## src/rtl/arp_rx_pkg.sv

```systemverilog
`default_nettype none
// +----------------------------------------------------------------------------+
// | arp_rx_pkg : ARP field layout and constants shared by the ARP RX/TX blocks  |
// | Revision   : 1.0                                                            |
// +----------------------------------------------------------------------------+
package arp_rx_pkg;

  typedef enum logic [1:0] {
    ST_IDLE  = 2'd0,
    ST_RECV  = 2'd1,
    ST_CHECK = 2'd2,
    ST_DROP  = 2'd3
  } state_t;

  localparam logic [15:0] C_ARP_OP_REQ   = 16'd1;
  localparam logic [15:0] C_ARP_OP_REPLY = 16'd2;
  localparam logic [15:0] C_HTYPE_ETH    = 16'h0001;
  localparam logic [15:0] C_PTYPE_IPV4   = 16'h0800;
  localparam logic [7:0]  C_HLEN_ETH     = 8'd6;
  localparam logic [7:0]  C_PLEN_IPV4    = 8'd4;

  localparam logic [7:0]  C_OFF_OPER     = 8'd6;
  localparam logic [7:0]  C_OFF_SHA      = 8'd8;
  localparam logic [7:0]  C_OFF_SPA      = 8'd14;
  localparam logic [7:0]  C_OFF_THA      = 8'd18;
  localparam logic [7:0]  C_OFF_TPA      = 8'd24;
  localparam int unsigned C_ARP_MIN_LEN  = 28;

  function automatic logic in_field(input logic [7:0] idx, input logic [7:0] off,
                                    input logic [7:0] len);
    return (idx >= off) && (idx < (off + len));
  endfunction

endpackage
`default_nettype wire

```

## src/rtl/arp_rx.sv

```systemverilog
`default_nettype none
// +----------------------------------------------------------------------------+
// | arp_rx : ARP receive parser; fires reply trigger and publishes peer MAC/IP  |
// | Option : ARP_RX_STRICT_CHECK_EN also validates HTYPE/PTYPE/HLEN/PLEN        |
// | Revision : 1.0                                                              |
// +----------------------------------------------------------------------------+
module arp_rx
  import arp_rx_pkg::*;
#(
  parameter logic [31:0] P_SRC_IP      = {8'd192, 8'd168, 8'd10, 8'd1},
  parameter int unsigned P_ARP_MIN_LEN = C_ARP_MIN_LEN
) (
  input  logic        i_clk,
  input  logic        i_rst,
  input  logic [31:0] i_src_ip,
  input  logic        i_src_ip_valid,
  input  logic [7:0]  i_mac_data,
  input  logic        i_mac_last,
  input  logic        i_mac_valid,
  output logic        o_trig_reply,
  output logic [31:0] o_dst_ip,
  output logic [47:0] o_dst_mac,
  output logic        o_dst_valid
);

  localparam logic [7:0] C_LAST_MIN = 8'(P_ARP_MIN_LEN - 1);

  state_t      state_q, state_d;
  logic [7:0]  cnt_q, cnt_d;
  logic [7:0]  w_idx;
  logic [31:0] lip_q;
  logic [15:0] oper_q;
  logic [47:0] sha_q;
  logic [31:0] spa_q;
  logic [31:0] tpa_q;
  logic [47:0] dst_mac_q;
  logic [31:0] dst_ip_q;
  logic        w_hdr_ok;
  logic        w_match;
  logic        w_pub;
  logic        w_trig;

  // Outside RECV any valid byte starts a new frame at index 0.
  assign w_idx = (state_q == ST_RECV) ? cnt_q : 8'd0;

  always_ff @(posedge i_clk or posedge i_rst) begin
    if (i_rst) begin
      state_q <= ST_IDLE;
      cnt_q   <= '0;
    end else begin
      state_q <= state_d;
      cnt_q   <= cnt_d;
    end
  end

  always_comb begin
    state_d = state_q;
    cnt_d   = cnt_q;
    case (state_q)
      ST_RECV: begin
        if (!i_mac_valid) begin
          state_d = ST_DROP;
          cnt_d   = '0;
        end else if (i_mac_last) begin
          state_d = (w_idx >= C_LAST_MIN) ? ST_CHECK : ST_DROP;
          cnt_d   = '0;
        end else if (cnt_q != 8'hFF) begin
          cnt_d = cnt_q + 8'd1;
        end
      end
      default: begin
        state_d = ST_IDLE;
        cnt_d   = '0;
        if (i_mac_valid) begin
          if (i_mac_last) begin
            state_d = (w_idx >= C_LAST_MIN) ? ST_CHECK : ST_DROP;
          end else begin
            state_d = ST_RECV;
            cnt_d   = 8'd1;
          end
        end
      end
    endcase
  end

  always_ff @(posedge i_clk or posedge i_rst) begin
    if (i_rst) begin
      lip_q <= P_SRC_IP;
    end else if (i_src_ip_valid) begin
      lip_q <= i_src_ip;
    end
  end

  // Fields are exactly their byte width, so a shift-in per index leaves them aligned.
  always_ff @(posedge i_clk or posedge i_rst) begin
    if (i_rst) begin
      oper_q <= '0;
      sha_q  <= '0;
      spa_q  <= '0;
      tpa_q  <= '0;
    end else if (i_mac_valid) begin
      if (in_field(w_idx, C_OFF_OPER, 8'd2)) oper_q <= {oper_q[7:0], i_mac_data};
      if (in_field(w_idx, C_OFF_SHA, 8'd6))  sha_q  <= {sha_q[39:0], i_mac_data};
      if (in_field(w_idx, C_OFF_SPA, 8'd4))  spa_q  <= {spa_q[23:0], i_mac_data};
      if (in_field(w_idx, C_OFF_TPA, 8'd4))  tpa_q  <= {tpa_q[23:0], i_mac_data};
    end
  end

`ifdef ARP_RX_STRICT_CHECK_EN
  logic [47:0] hdr_q;

  always_ff @(posedge i_clk or posedge i_rst) begin
    if (i_rst) begin
      hdr_q <= '0;
    end else if (i_mac_valid && (w_idx < C_OFF_OPER)) begin
      hdr_q <= {hdr_q[39:0], i_mac_data};
    end
  end

  assign w_hdr_ok = (hdr_q == {C_HTYPE_ETH, C_PTYPE_IPV4, C_HLEN_ETH, C_PLEN_IPV4});
`else
  assign w_hdr_ok = 1'b1;
`endif

  assign w_match = (state_q == ST_CHECK) && (tpa_q == lip_q) && w_hdr_ok;
  assign w_trig  = w_match && (oper_q == C_ARP_OP_REQ);
  assign w_pub   = w_match && ((oper_q == C_ARP_OP_REQ) || (oper_q == C_ARP_OP_REPLY));

  always_ff @(posedge i_clk or posedge i_rst) begin
    if (i_rst) begin
      dst_mac_q <= '0;
      dst_ip_q  <= '0;
    end else if (w_pub) begin
      dst_mac_q <= sha_q;
      dst_ip_q  <= spa_q;
    end
  end

  // Addresses show the new values in the same cycle as the o_dst_valid pulse.
  assign o_trig_reply = w_trig;
  assign o_dst_valid  = w_pub;
  assign o_dst_mac    = w_pub ? sha_q : dst_mac_q;
  assign o_dst_ip     = w_pub ? spa_q : dst_ip_q;

endmodule
`default_nettype wire

```

## config.mk

```make
export PLATFORM = sky130hd
export DESIGN_NAME = arp_rx
export DESIGN_NICKNAME = d
export VERILOG_FILES = /design/src/rtl/arp_rx_pkg.sv /design/src/rtl/arp_rx.sv
export SDC_FILE = /design/constraint.sdc
export NUM_CORES = 1
export LEC_CHECK = 0
export ABC_CLOCK_PERIOD_IN_PS = 28100
export CAP_MARGIN = 5
export CORE_ASPECT_RATIO = 2
export CORE_MARGIN = 2
export CORE_UTILIZATION = 40
export DETAILED_ROUTE_END_ITERATION = 8
export SYNTH_ARGS = -nofsm -noshare
export SYNTH_HDL_FRONTEND = slang
export SYNTH_SLANG_ARGS = --single-unit
```

## constraint.sdc

```tcl
create_clock -name i_clk -period 28.1 [get_ports i_clk]
set_input_delay 7.025 -clock i_clk [delete_from_list [all_inputs] [get_ports i_clk]]
set_output_delay 7.025 -clock i_clk [all_outputs]
set_load 0.03 [all_outputs]
```

# Word level (Yosys, flattened, before mapping)
# Cells that the tools add are included.
[totals]
reg_bits = 250
latch_bits = 0
ram_bits = 0
rom_bits = 0
input_bits = 45
output_inout_bits = 82
elab_cells = 54
mem_count = 0
[op_classes]
add_sub_neg = 1
mul = 0
n_div = 0
magnitude_cmp = 9
n_eq_ne = 8
shift = 0
muxes = 15
n_bitwise = 0
reduce_logical = 12
[op_table]
columns = ["cell", "n"]
rows = [
  ["$mux 48", 1],
  ["$mux 8", 5],
  ["$eq 32x32->1", 1],
  ["$mux 32", 1],
  ["$eq 16x1->1 const B", 1],
  ["$eq 16x2->1 const B", 1],
  ["$ge 8x4->1 const B", 2],
  ["$ge 8x5->1 const B", 2],
  ["$lt 8x4->1 const B", 2],
  ["$lt 8x5->1 const B", 2],
  ["$mux 2", 5],
  ["$add 8x1->8 const B", 1],
  ["$ge 8x3->1 const B", 1],
  ["$ne 8x8->1 const B", 1],
  ["$reduce_and 2->1", 4],
  ["$logic_and 1x1->1", 7],
  ["$ne 4x3->1 const B", 1],
  ["$mux 1", 3],
  ["$ne 3x3->1 const B", 1],
  ["$eq 2x1->1 const B", 1],
  ["$eq 2x2->1 const B", 1],
  ["$logic_or 1x1->1", 1],
]

# Longest topological paths before layout
# Gate-level depths: netlist (run 1).
[depth]
word_depth = 7
ltp_mapped = 6
depth_no_buf = 6

# Least setup slack after synthesis (run 1)
# Ideal clock, no wire load.
[synth_timing]
path_type = "register to output"
from = "reg oper_q[6]"
to = "out o_dst_ip[0]"
arrival_ns = 2.172
required_time_ns = 21.075
path_slack_ns = 18.903
path_stages_with_launch = 7
path_buffers = 1
cell_sequence = "dfrtp_1 > or4_1 > a221o_1 > nor4_4 > nand4b_4 > buf_6 > mux2_4"
[synth_via]
elab_chain_cells = 4
word_cells_on_any_way = 5
classes_between = "eq/ne (2); mux (1); reduce/logical (2)"
[synth_lines]
columns = ["item", "line", "rtl"]
rows = [
  ["from (decl)", "arp_rx.sv:32", "logic [15:0] oper_q;"],
  ["from (signal assigned)", "arp_rx.sv:102", "if (in_field(w_idx, C_OFF_OPER, 8'd2)) oper_q <= {oper_q[7:0], i_mac_data};"],
  ["$eq 16x1->1 or $eq 16x2->1 (tied branches)", "arp_rx.sv:127", "assign w_pub = w_match && ((oper_q == C_ARP_OP_REQ) || (oper_q == C_ARP_OP_REPLY));"],
  ["$logic_or 1x1->1 *", "arp_rx.sv:127", ""],
  ["$logic_and 1x1->1 *", "arp_rx.sv:127", ""],
  ["$mux 32 *", "n/a", ""],
  ["to (decl)", "arp_rx.sv:21", "output logic [31:0] o_dst_ip,"],
]
# Every way passes the cells marked *; elsewhere a longest branch is shown, timed or not.

# Worst setup path after layout (run 1)
[layout_timing]
from = "reg oper_q[6]"
to = "out o_dst_ip[3]"
# The elaborated chain is that of the path after synthesis.

==> results of run 1 <==
## flip-flops by register name (all words and copies together) (netlist names)
register   count
cnt_q          8
lip_q         32
dst_mac_q     48
sha_q         48
oper_q        16
spa_q         32
tpa_q         32
state_q        2
dst_ip_q      32
## routing by layer
metal  wire, um  vias to the layer above
li1           -                     2503
met1       7930                     2801
met2      10900                      123
met3        782                       34
met4        757                        0
met5          0                        -
## critical path: cells and delay by family, from the launching register on
| family | cells | cell delay (ns) |
|---|---|---|
| mux | 1 | 0.44 |
| buf+inv | 2 | 1.25 |
| compound gates | 1 | 0.32 |
| flops | 1 | 0.39 |
| simple gates | 3 | 1.40 |
## metrics by stage
stage	hold slack (ns)	total power, mW	instances	cell area [um2]	utilization (%)
floorplan	0.470	0.391	631	10200	-
global placement	0.479	0.404	1072	11800	47.1
detailed placement	0.478	0.405	1072	11800	47.1
CTS	0.494	0.734	1115	12600	50.2
global route	0.503	0.750	1115	12600	50.2
finish	0.489	0.720	1115	12600	50.2
## placed cells by master (no fill, tap or decap), drive strengths merged, types with 2 or more instances in the layout
master	n
dfrtp	242
mux2	236
clkdlybuf4s50	126
clkbuf	37
xnor2	27
nand4	10
nand2	9
o21ai	9
inv	9
dfstp	8
nor2	7
nand2b	6
buf	6
nand3	4
nor4	4
or4	3
xor2	3
a21oi	3
nor3	3
nor2b	2
nor4b	2
and3	2
a22o	2
and4	2
clkinvlp	2
clkinv	2
nand4b	2
## power by group through the flow
stage,Combinational [mW],Clock (mW),Sequential (mW)
2_1_floorplan,0.0163,0,0.375
3_3_place_gp,0.0282,0,0.376
3_5_place_dp,0.0289,0,0.376
4_1_cts,0.0290,0.335,0.369
5_1_grt,0.0312,0.349,0.370
6_report,0.0278,0.323,0.369
## cell type report
class	count	area share (%)
well taps	336	3.34
inverters	8	0.298
multi-input cells	346	29.8
clock buffers	37	5.81
repair buffers	132	10.4
flip-flops and latches	250	49.8
clock inverters	6	0.507
## kinds of logic after synthesis
family / after synthesis / synth area share [%]
simple gates: 59 / 3.68
xor+xnor: 30 / 2.58
flops: 250 / 61.4
fa+ha+maj: 1 / 0.123
compound gates: 19 / 1.15
buf+inv: 35 / 1.91
mux: 237 / 29.1
## final timing paths
kind,depth (start not counted),to,slack (ns),start
worst max-delay path,7,o_dst_ip[3],16.66,oper_q[6]
worst min-delay path,1,dst_mac_q[33],0.49,dst_mac_q[33]
worst max register to register,6,dst_ip_q[3],24.69,oper_q[6]
worst min register to register,1,dst_mac_q[33],0.49,dst_mac_q[33]
max in group asynchronous,3,dst_mac_q[27],19.53,i_rst
min in group asynchronous,2,spa_q[25],7.00,i_rst
==> run_results.csv, run 1 <==
group,metric,value,unit
clock_tree,cts-root-buf,"clkbuf_16",
critical_path,critPathMaxFanout,55,
cells_and_area,num_antenna_cells,0,
floorplan,core,25000,um2
cells_and_area,multi_input_area,3750,um2
worst_hold_path,hp-class,"flip-flop to flip-flop",
route,drtPass1Iterations,4,
critical_path,path_cells,"or4_1, a221o_1, nor4_4, nand4b_4, buf_4, mux2_4, clkdlybuf4s50_1",
floorplan,die_w,117,um
pwr,power_frac_comb,3.9,%
pwr,power_leakage,6.13,nW
placed_design,gp_congestion,0.813,
route,final_antenna_net_count,0,
pwr,internal_power,0.567,mW
synthesis,synth_edf_count,0,
sta,finalWorstSetupSlack,16.66,ns
pwr,pwr-share-seq,51.3,%
route,viasPerCell,4.90,
synthesis,yosys.area.top_type,"dfrtp_1",
synthesis,synth_top_area_share,59.4,%
cells_and_area,drive_gt1_share,37.5,%
route,drc,0,
sta,tightest_slew,1.09,ns
global_routing,use_met2,27.6,%
global_routing,antenna_found_initial,0,
global_routing,grt_use_met1,18.1,%
sta,setup_violations,0,
clock_tree,clkTransAtPathRegs,0.06,ns
clock_tree,clockBufferDepth,3,
cells_and_area,fillerInstances,2227,
critical_path,required,21.08,ns
floorplan,initial_utilization,40.7,%
sta,post-route-period-util,40.7,%
critical_path,critical-path-max-stage-delay,0.64,ns
clock_tree,clkLatencyLatePin,0.52,ns
pwr,powerDensity,57.3,nW/um2
critical_path,critPathKind,"flip-flop to output port",
sta,drv_slew,0,
route,drt_iter0_markers,190,
placed_design,io_buffer_count,126,
global_routing,grt_max_degree,93,
clock_tree,cts_tree,"built",
floorplan,num_rows,82,
synthesis,synth_area_leaders,"dfrtp_1 59%, mux2_2 17%, mux2_4 12%, xnor2_1 2.3%, dfstp_2 2.1%",
critical_path,start_kind,"flip-flop",
cells_and_area,nNetsFinal,808,
sta,finalSetupTns,0,ns
global_routing,busiest_layer,"met2",
placed_design,place_ws,17.19,ns
floorplan,io_pins,127,
global_routing,grt.total_usage,15.5,%
floorplan,die_h,230,um
synthesis,ys_top_cells_by_count,"242 x dfrtp_1, 156 x mux2_2, 80 x mux2_4",
clock_tree,clock-sinks,250,
pwr,switching_share,21.2,%
cells_and_area,regArea,6270,um2
sta,clock_skew,0.0119,ns
critical_path,endpoint_kind,"output port",
sta,slew-limit-headroom,27.0,%
clock_tree,numCtsBuffers,24,
synthesis,synth_top_flop_cell,"dfrtp_1",
sta,grt_setup_unrepaired,"false",
synthesis,avgSynthCellArea,16.2,um2
synthesis,async_flop_share,100,%
global_routing,grt_pass1_wl,32.8,mm
route,routed_wl,20.3,mm
outcome,status,"completed",
synthesis,ys_ff_latch,250,
synthesis,syn_nets,677,
synthesis,synth_most_common_cell,"dfrtp_1",
clock_tree,htreeDepth,1,
sta,finalHoldViolations,0,
pwr,p_sw,0.153,mW
floorplan,dieArea,26900,um2
cells_and_area,area_delta_synth_final,23.3,%
clock_tree,post-cts-setup-buffers,0,
synthesis,synth-seq-area-share,61.4,%
sta,period_minus_slack,11.44,ns
clock_tree,ctsResizeCount,0,
pwr,vdd_drop_max,55.2,uV
clock_tree,ctsHoldBuffers,0,
route,vias,5461,
synthesis,syn_area,10200,um2
run,max_cap_viol_count,0,
pwr,clkPwrFrac,44.8,%
route,wl_per_cell,18.2,um
synthesis,syn_inst,631,
synthesis,synth_cell_types,40,
sta,max_clock_freq,87.4,MHz
placed_design,dpl.hpwl,14.1,mm
critical_path,slowest_stage,"buf_4",
global_routing,grt_overflow,0,
global_routing,use_met3,2.37,%
global_routing,grt_pass1_vias,6030,
critical_path,arrival,4.41,ns
synthesis,yosysWarnings,0,
No activity file was read; power rests on OpenSTA's default activity.
==> run 2: changes to the inputs <==
--- a/config.mk
+++ b/config.mk
@@ -5,7 +5,7 @@
 export SDC_FILE = /design/constraint.sdc
 export NUM_CORES = 1
 export LEC_CHECK = 0
-export ABC_CLOCK_PERIOD_IN_PS = 28100
+export ABC_CLOCK_PERIOD_IN_PS = 9200
 export CAP_MARGIN = 5
 export CORE_ASPECT_RATIO = 2
 export CORE_MARGIN = 2
==> constraint.sdc (replaced) <==
create_clock -name i_clk -period 9.2 [get_ports i_clk]
set_input_delay 2.3 -clock i_clk [delete_from_list [all_inputs] [get_ports i_clk]]
set_output_delay 2.3 -clock i_clk [all_outputs]
set_load 0.03 [all_outputs]
==> run 2 against run 1 <==
Sequential cell count is the same. Worst hold slack lost 0.00075 ns. Critical path depth is the same. Routed wire length shrank 1.1%. Die area is the same. Via count shrank 0.42%. Non-clock buffer count is the same. Clock skew grew 0.0040 ns.
==> run_results.csv, run 2 (synthesized netlist as in run 1, its figures left out) <==
group,metric,value,unit
outcome,status,"completed",
critical_path,endpoint_kind,"output port",
critical_path,rrSetupSlack,5.82,ns
placed_design,dpl.hpwl,13.9,mm
cells_and_area,drive_gt1_share,37.6,%
sta,max_clock_freq,149,MHz
sta,finalWorstSetupSlack,2.51,ns
sta,tightest_slew,1.10,ns
global_routing,antenna_found_initial,0,
placed_design,place_ws,3.00,ns
route,routed_wl,20.1,mm
cells_and_area,top_regs,"dst_mac_q x48, sha_q x48",
cells_and_area,num_antenna_cells,0,
worst_hold_path,hp-class,"flip-flop to flip-flop",
placed_design,io_buffer_count,126,
sta,whs,0.489,ns
clock_tree,clkTransAtPathRegs,0.06,ns
floorplan,io_pins,127,
global_routing,grt_overflow,0,
critical_path,critPathMaxFanout,55,
critical_path,path_cells,"xnor2_1, nand4_1, or4_1, nand4b_4, buf_4, mux2_4, clkdlybuf4s50_1",
cells_and_area,layout_common_cells,"242 x dfrtp_1, 156 x mux2_2, 126 x clkdlybuf4s50_1",
worst_hold_path,whs_path_depth,1,
clock_tree,numCtsBuffers,24,
sta,slew-limit-headroom,26.7,%
route,drc,0,
clock_tree,cts-root-buf,"clkbuf_16",
sta,finalSetupTns,0,ns
cells_and_area,nNetsFinal,808,
clock_tree,cts_tree,"built",
global_routing,grt_max_degree,93,
clock_tree,ctsResizeCount,0,
critical_path,required,6.90,ns
clock_tree,ctsHoldBuffers,0,
pwr,vdd_drop_max,225,uV
floorplan,dieArea,26900,um2
critical_path,slowest_stage,"buf_4",
pwr,power_leakage,6.16,nW
critical_path,worst_r2r_endpoint,"dst_ip_q[12]",
pwr,powerDensity,178,nW/um2
cells_and_area,final_common_cell,"dfrtp_1",
critical_path,critical_path_buf_inv_count,2,
route,drtPass1Iterations,4,
sta,clock_skew,0.0159,ns
route,wl_per_cell,18.0,um
floorplan,die_h,230,um
critical_path,critPathKind,"flip-flop to output port",
route,vias,5438,
pwr,total_power,2.24,mW
clock_tree,htreeDepth,1,
route,final_antenna_net_count,0,
route,viasPerCell,4.88,
sta,drv_slew,0,
sta,post-route-period-util,72.8,%
placed_design,gp_congestion,0.809,
floorplan,initial_utilization,40.7,%
clock_tree,clock-sinks,250,
sta,finalHoldViolations,0,
critical_path,rr_worst_depth,6,
worst_hold_path,worstHoldStart,"dst_mac_q[33]",
worst_hold_path,hold_end,"dst_mac_q[33]",
global_routing,grt_pass1_vias,6002,
critical_path,cp_top_family,"simple AND/OR/NAND/NOR gates",
floorplan,num_rows,82,
sta,period_minus_slack,6.69,ns
critical_path,r2r-start,"tpa_q[31]",
clock_tree,post-cts-setup-buffers,0,
cells_and_area,area_delta_synth_final,23.8,%
sta,setup_violations,0,
floorplan,die_w,117,um
critical_path,start_kind,"flip-flop",
run,max_cap_viol_count,0,
global_routing,grt_pass1_wl,32.9,mm
clock_tree,clockBufferDepth,3,
floorplan,core,25000,um2
critical_path,arrival,4.39,ns
critical_path,critical-path-max-stage-delay,0.65,ns
cells_and_area,postLayoutCoreUtil,50.4,%
global_routing,grt.total_usage,15.5,%
route,drt_iter0_markers,211,
clock_tree,clkLatencyLatePin,0.51,ns
sta,grt_setup_unrepaired,"false",
run 2: per-stage QoR:
| stage | area, um2 | std cells |
|---|---|---|
| after floorplan | 10200 | 631 |
| after global placement | 11800 | 1072 |
| after detailed placement | 11800 | 1072 |
| after CTS | 12600 | 1115 |
| after global routing | 12600 | 1115 |
| final | 12600 | 1115 |
run 2: cell type report:
| type | count | area (um2) |
|---|---|---|
| Inverter | 8 | 37.5 |
| Clock inverter | 7 | 113 |
| Clock buffer | 36 | 727 |
| Tap cell | 336 | 420 |
| Timing Repair Buffer | 132 | 1310 |
| Multi-Input combinational cell | 346 | 3750 |
| Sequential cell | 250 | 6270 |
| Fill cell | 2198 | 12400 |
run 2: how the worst max path moves through the flow:
stage / start / to / slack (ns) / cells after the start
floorplan: i_rst / cnt_q[0] / 0.04 / 1
global placement: oper_q[6] / o_dst_ip[25] / 3.03 / 7
detailed placement: oper_q[6] / o_dst_mac[39] / 3.00 / 7
CTS: oper_q[6] / o_dst_mac[39] / 2.43 / 7
global route: tpa_q[31] / o_dst_mac[39] / 2.26 / 7
finish: tpa_q[31] / o_dst_ip[3] / 2.51 / 7
run 2: power by group:
part | internal, mW | switching [mW] | leakage, nW
Clock | 0.629 | 0.402 | 0.411
Sequential | 1.12 | 0.0111 | 3.40
Combinational | 0.0405 | 0.0443 | 2.35
run 2: per-layer routing:
layer  share of wire [%]  global-route usage [%]  vias to the layer above
li1                    -                       -                     2505
met1                  39                    18.3                     2791
met2                  55                    28.0                      115
met3                 4.3                    2.74                       27
met4                 2.3                    5.07                        0
met5                   0                       0                        -
==> run 3: changes to the inputs <==
--- a/config.mk
+++ b/config.mk
@@ -5,7 +5,7 @@
 export SDC_FILE = /design/constraint.sdc
 export NUM_CORES = 1
 export LEC_CHECK = 0
-export ABC_CLOCK_PERIOD_IN_PS = 9200
+export ABC_CLOCK_PERIOD_IN_PS = 6900
 export CAP_MARGIN = 5
 export CORE_ASPECT_RATIO = 2
 export CORE_MARGIN = 2
==> constraint.sdc (replaced) <==
create_clock -name i_clk -period 6.9 [get_ports i_clk]
set_input_delay 1.725 -clock i_clk [delete_from_list [all_inputs] [get_ports i_clk]]
set_output_delay 1.725 -clock i_clk [all_outputs]
set_load 0.03 [all_outputs]
==> run 3 against run 2 <==
Clock-buffer cell count fell by 7. Utilization down 0.29 points. Sequential cell count stayed put. Sequential share of layout area grew 0.29 points. First-iteration DRC count is 7.1% higher. Clock skew is 0.0016 ns lower. Die area unchanged. Non-clock buffer count increased by 1. Combinational power is 34% higher. Register-to-register slack worse by 2.0 ns. Cell count barely moved. Highest routed layer unchanged.
==> run_results.csv, run 3 (synthesized netlist as in run 1, its figures left out) <==
group,metric,value,unit
critical_path,slowest_stage,"clkdlybuf4s50_1",
pwr,p_sw,0.609,mW
route,drtPass1Iterations,6,
sta,finalSetupTns,0,ns
route,routed_wl,20.2,mm
pwr,clkPwrFrac,43.9,%
pwr,power_leakage,6.13,nW
placed_design,gp_congestion,0.799,
clock_tree,clkTransAtPathRegs,0.06,ns
worst_hold_path,hp-class,"flip-flop to flip-flop",
floorplan,core,25000,um2
critical_path,critPathKind,"flip-flop to output port",
pwr,powerDensity,230,nW/um2
floorplan,die_h,230,um
outcome,status,"completed",
pwr,switching_share,21.1,%
route,final_antenna_net_count,0,
critical_path,critical-path-max-stage-delay,0.61,ns
global_routing,grt_pass1_wl,32.2,mm
route,wl_per_cell,18.1,um
cells_and_area,area_delta_synth_final,23.1,%
sta,slew-limit-headroom,28.1,%
clock_tree,htreeDepth,1,
global_routing,grt_pass1_vias,5964,
sta,clock_skew,0.0142,ns
pwr,total_power,2.88,mW
clock_tree,cts-root-buf,"clkbuf_16",
sta,finalHoldViolations,0,
cells_and_area,fillerInstances,2177,
sta,max_clock_freq,174,MHz
floorplan,dieArea,26900,um2
global_routing,grt_overflow,0,
placed_design,dpl.hpwl,13.9,mm
pwr,power_frac_comb,3.9,%
sta,post-route-period-util,83.5,%
global_routing,grt_max_degree,161,
pwr,internal_power,2.27,mW
clock_tree,clkLatencyLatePin,0.51,ns
clock_tree,clock-sinks,250,
run,max_cap_viol_count,0,
pwr,pwr-share-seq,52.2,%
global_routing,antenna_found_initial,0,
sta,grt_setup_unrepaired,"false",
critical_path,critical_path_buf_inv_count,3,
cells_and_area,nNetsFinal,808,
sta,setup_violations,0,
pwr,vdd_drop_max,200,uV
critical_path,path_cells,"or4_1, a221o_1, nor4_4, nand4b_4, buf_4, buf_4, mux2_4, clkdlybuf4s50_1",
cells_and_area,drive_gt1_share,37.9,%
clock_tree,ctsHoldBuffers,0,
clock_tree,post-cts-setup-buffers,0,
route,vias,5458,
clock_tree,numCtsBuffers,23,
cells_and_area,top_regs,"dst_mac_q x48, sha_q x48",
critical_path,required,5.18,ns
clock_tree,ctsResizeCount,0,
clock_tree,cts_tree,"built",
critical_path,cp_top_family,"buffers and inverters",
floorplan,initial_utilization,40.7,%
global_routing,grt.total_usage,15.3,%
critical_path,endpoint_kind,"output port",
sta,period_minus_slack,5.76,ns
critical_path,start_kind,"flip-flop",
critical_path,cp_common_cell,"buf_4",
critical_path,arrival,4.04,ns
cells_and_area,final_common_cell,"dfrtp_1",
cells_and_area,layout_common_cells,"242 x dfrtp_1, 156 x mux2_2, 126 x clkdlybuf4s50_1",
floorplan,io_pins,127,
placed_design,io_buffer_count,126,
sta,drv_slew,0,
cells_and_area,num_antenna_cells,0,
route,drt_iter0_markers,226,
route,drc,0,
sta,tightest_slew,1.08,ns
floorplan,die_w,117,um
floorplan,num_rows,82,
clock_tree,clockBufferDepth,3,
critical_path,critPathMaxFanout,59,
route,viasPerCell,4.90,
==> run 3: changes by cell type in the layout (fill, tap and decap cells not counted) <==
| cell | change |
|---|---|
| clkbuf_1 | -3 |
| clkinvlp_4 | +1 |
| clkbuf_16 | -2 |
| inv_8 | -1 |
| clkbuf_8 | -2 |
| bufinv_16 | -1 |
| clkinv_2 | +6 |
| buf_12 | +1 |
==> run 3: final timing paths <==
kind / endpoint / cells after the start / start / slack [ns]
max: o_dst_mac[2] / 8 / oper_q[6] / 1.14
min: dst_ip_q[4] / 1 / dst_ip_q[4] / 0.50
max reg2reg: dst_mac_q[1] / 7 / oper_q[6] / 3.85
min reg2reg: dst_ip_q[4] / 1 / dst_ip_q[4] / 0.50
max in group asynchronous: lip_q[17] / 3 / i_rst / 3.86
min in group asynchronous: spa_q[15] / 2 / i_rst / 1.72
==> run 3: per-stage QoR <==
step	setup WS [ns]	cells	util (%)	hold WS (ns)	cell area, um2
floorplan	1.89	631	-	0.470	10200
global placement	1.65	1073	47.1	0.480	11800
detailed placement	1.64	1073	47.1	0.476	11800
CTS	1.07	1114	50.1	0.498	12500
global route	0.906	1114	50.1	0.506	12500
finish	1.14	1114	50.1	0.495	12500
==> run 3: cell type report <==
| type | count | area (um2) | area share (%) |
|---|---|---|---|
| repair buffers | 133 | 1330 | 10.6 |
| clock inverters | 12 | 113 | 0.897 |
| clock buffers | 29 | 638 | 5.08 |
| inverters | 8 | 33.8 | 0.269 |
| multi-input cells | 346 | 3750 | 29.9 |
| flip-flops and latches | 250 | 6270 | 49.9 |
| well taps | 336 | 420 | 3.35 |
==> run 3: power groups by stage <==
stage	Clock [mW]	Sequential, mW	Combinational [mW]
floorplan	0	1.53	0.0667
global placement	0	1.53	0.116
detailed placement	0	1.53	0.118
CTS	1.32	1.50	0.119
global route	1.39	1.51	0.127
finish	1.26	1.50	0.114
==> run 3: metal layers <==
metal | up-vias | track usage, % | wire, um
li1 | 2496 | - | -
met1 | 2803 | 17.5 | 7640
met2 | 133 | 27.6 | 11000
met5 | - | 0 | 0
met3 | 26 | 2.64 | 910
met4 | 0 | 6.25 | 682
==> run 3: worst register-to-register path: cells and delay by family, from the launching register on <==
family,cells,cell delay (ns)
flip-flops,1,0.39
AND/OR/NAND/NOR,3,0.92
AO/OA/AOI/OAI,1,0.32
buffers and inverters,2,0.78
multiplexers,1,0.51
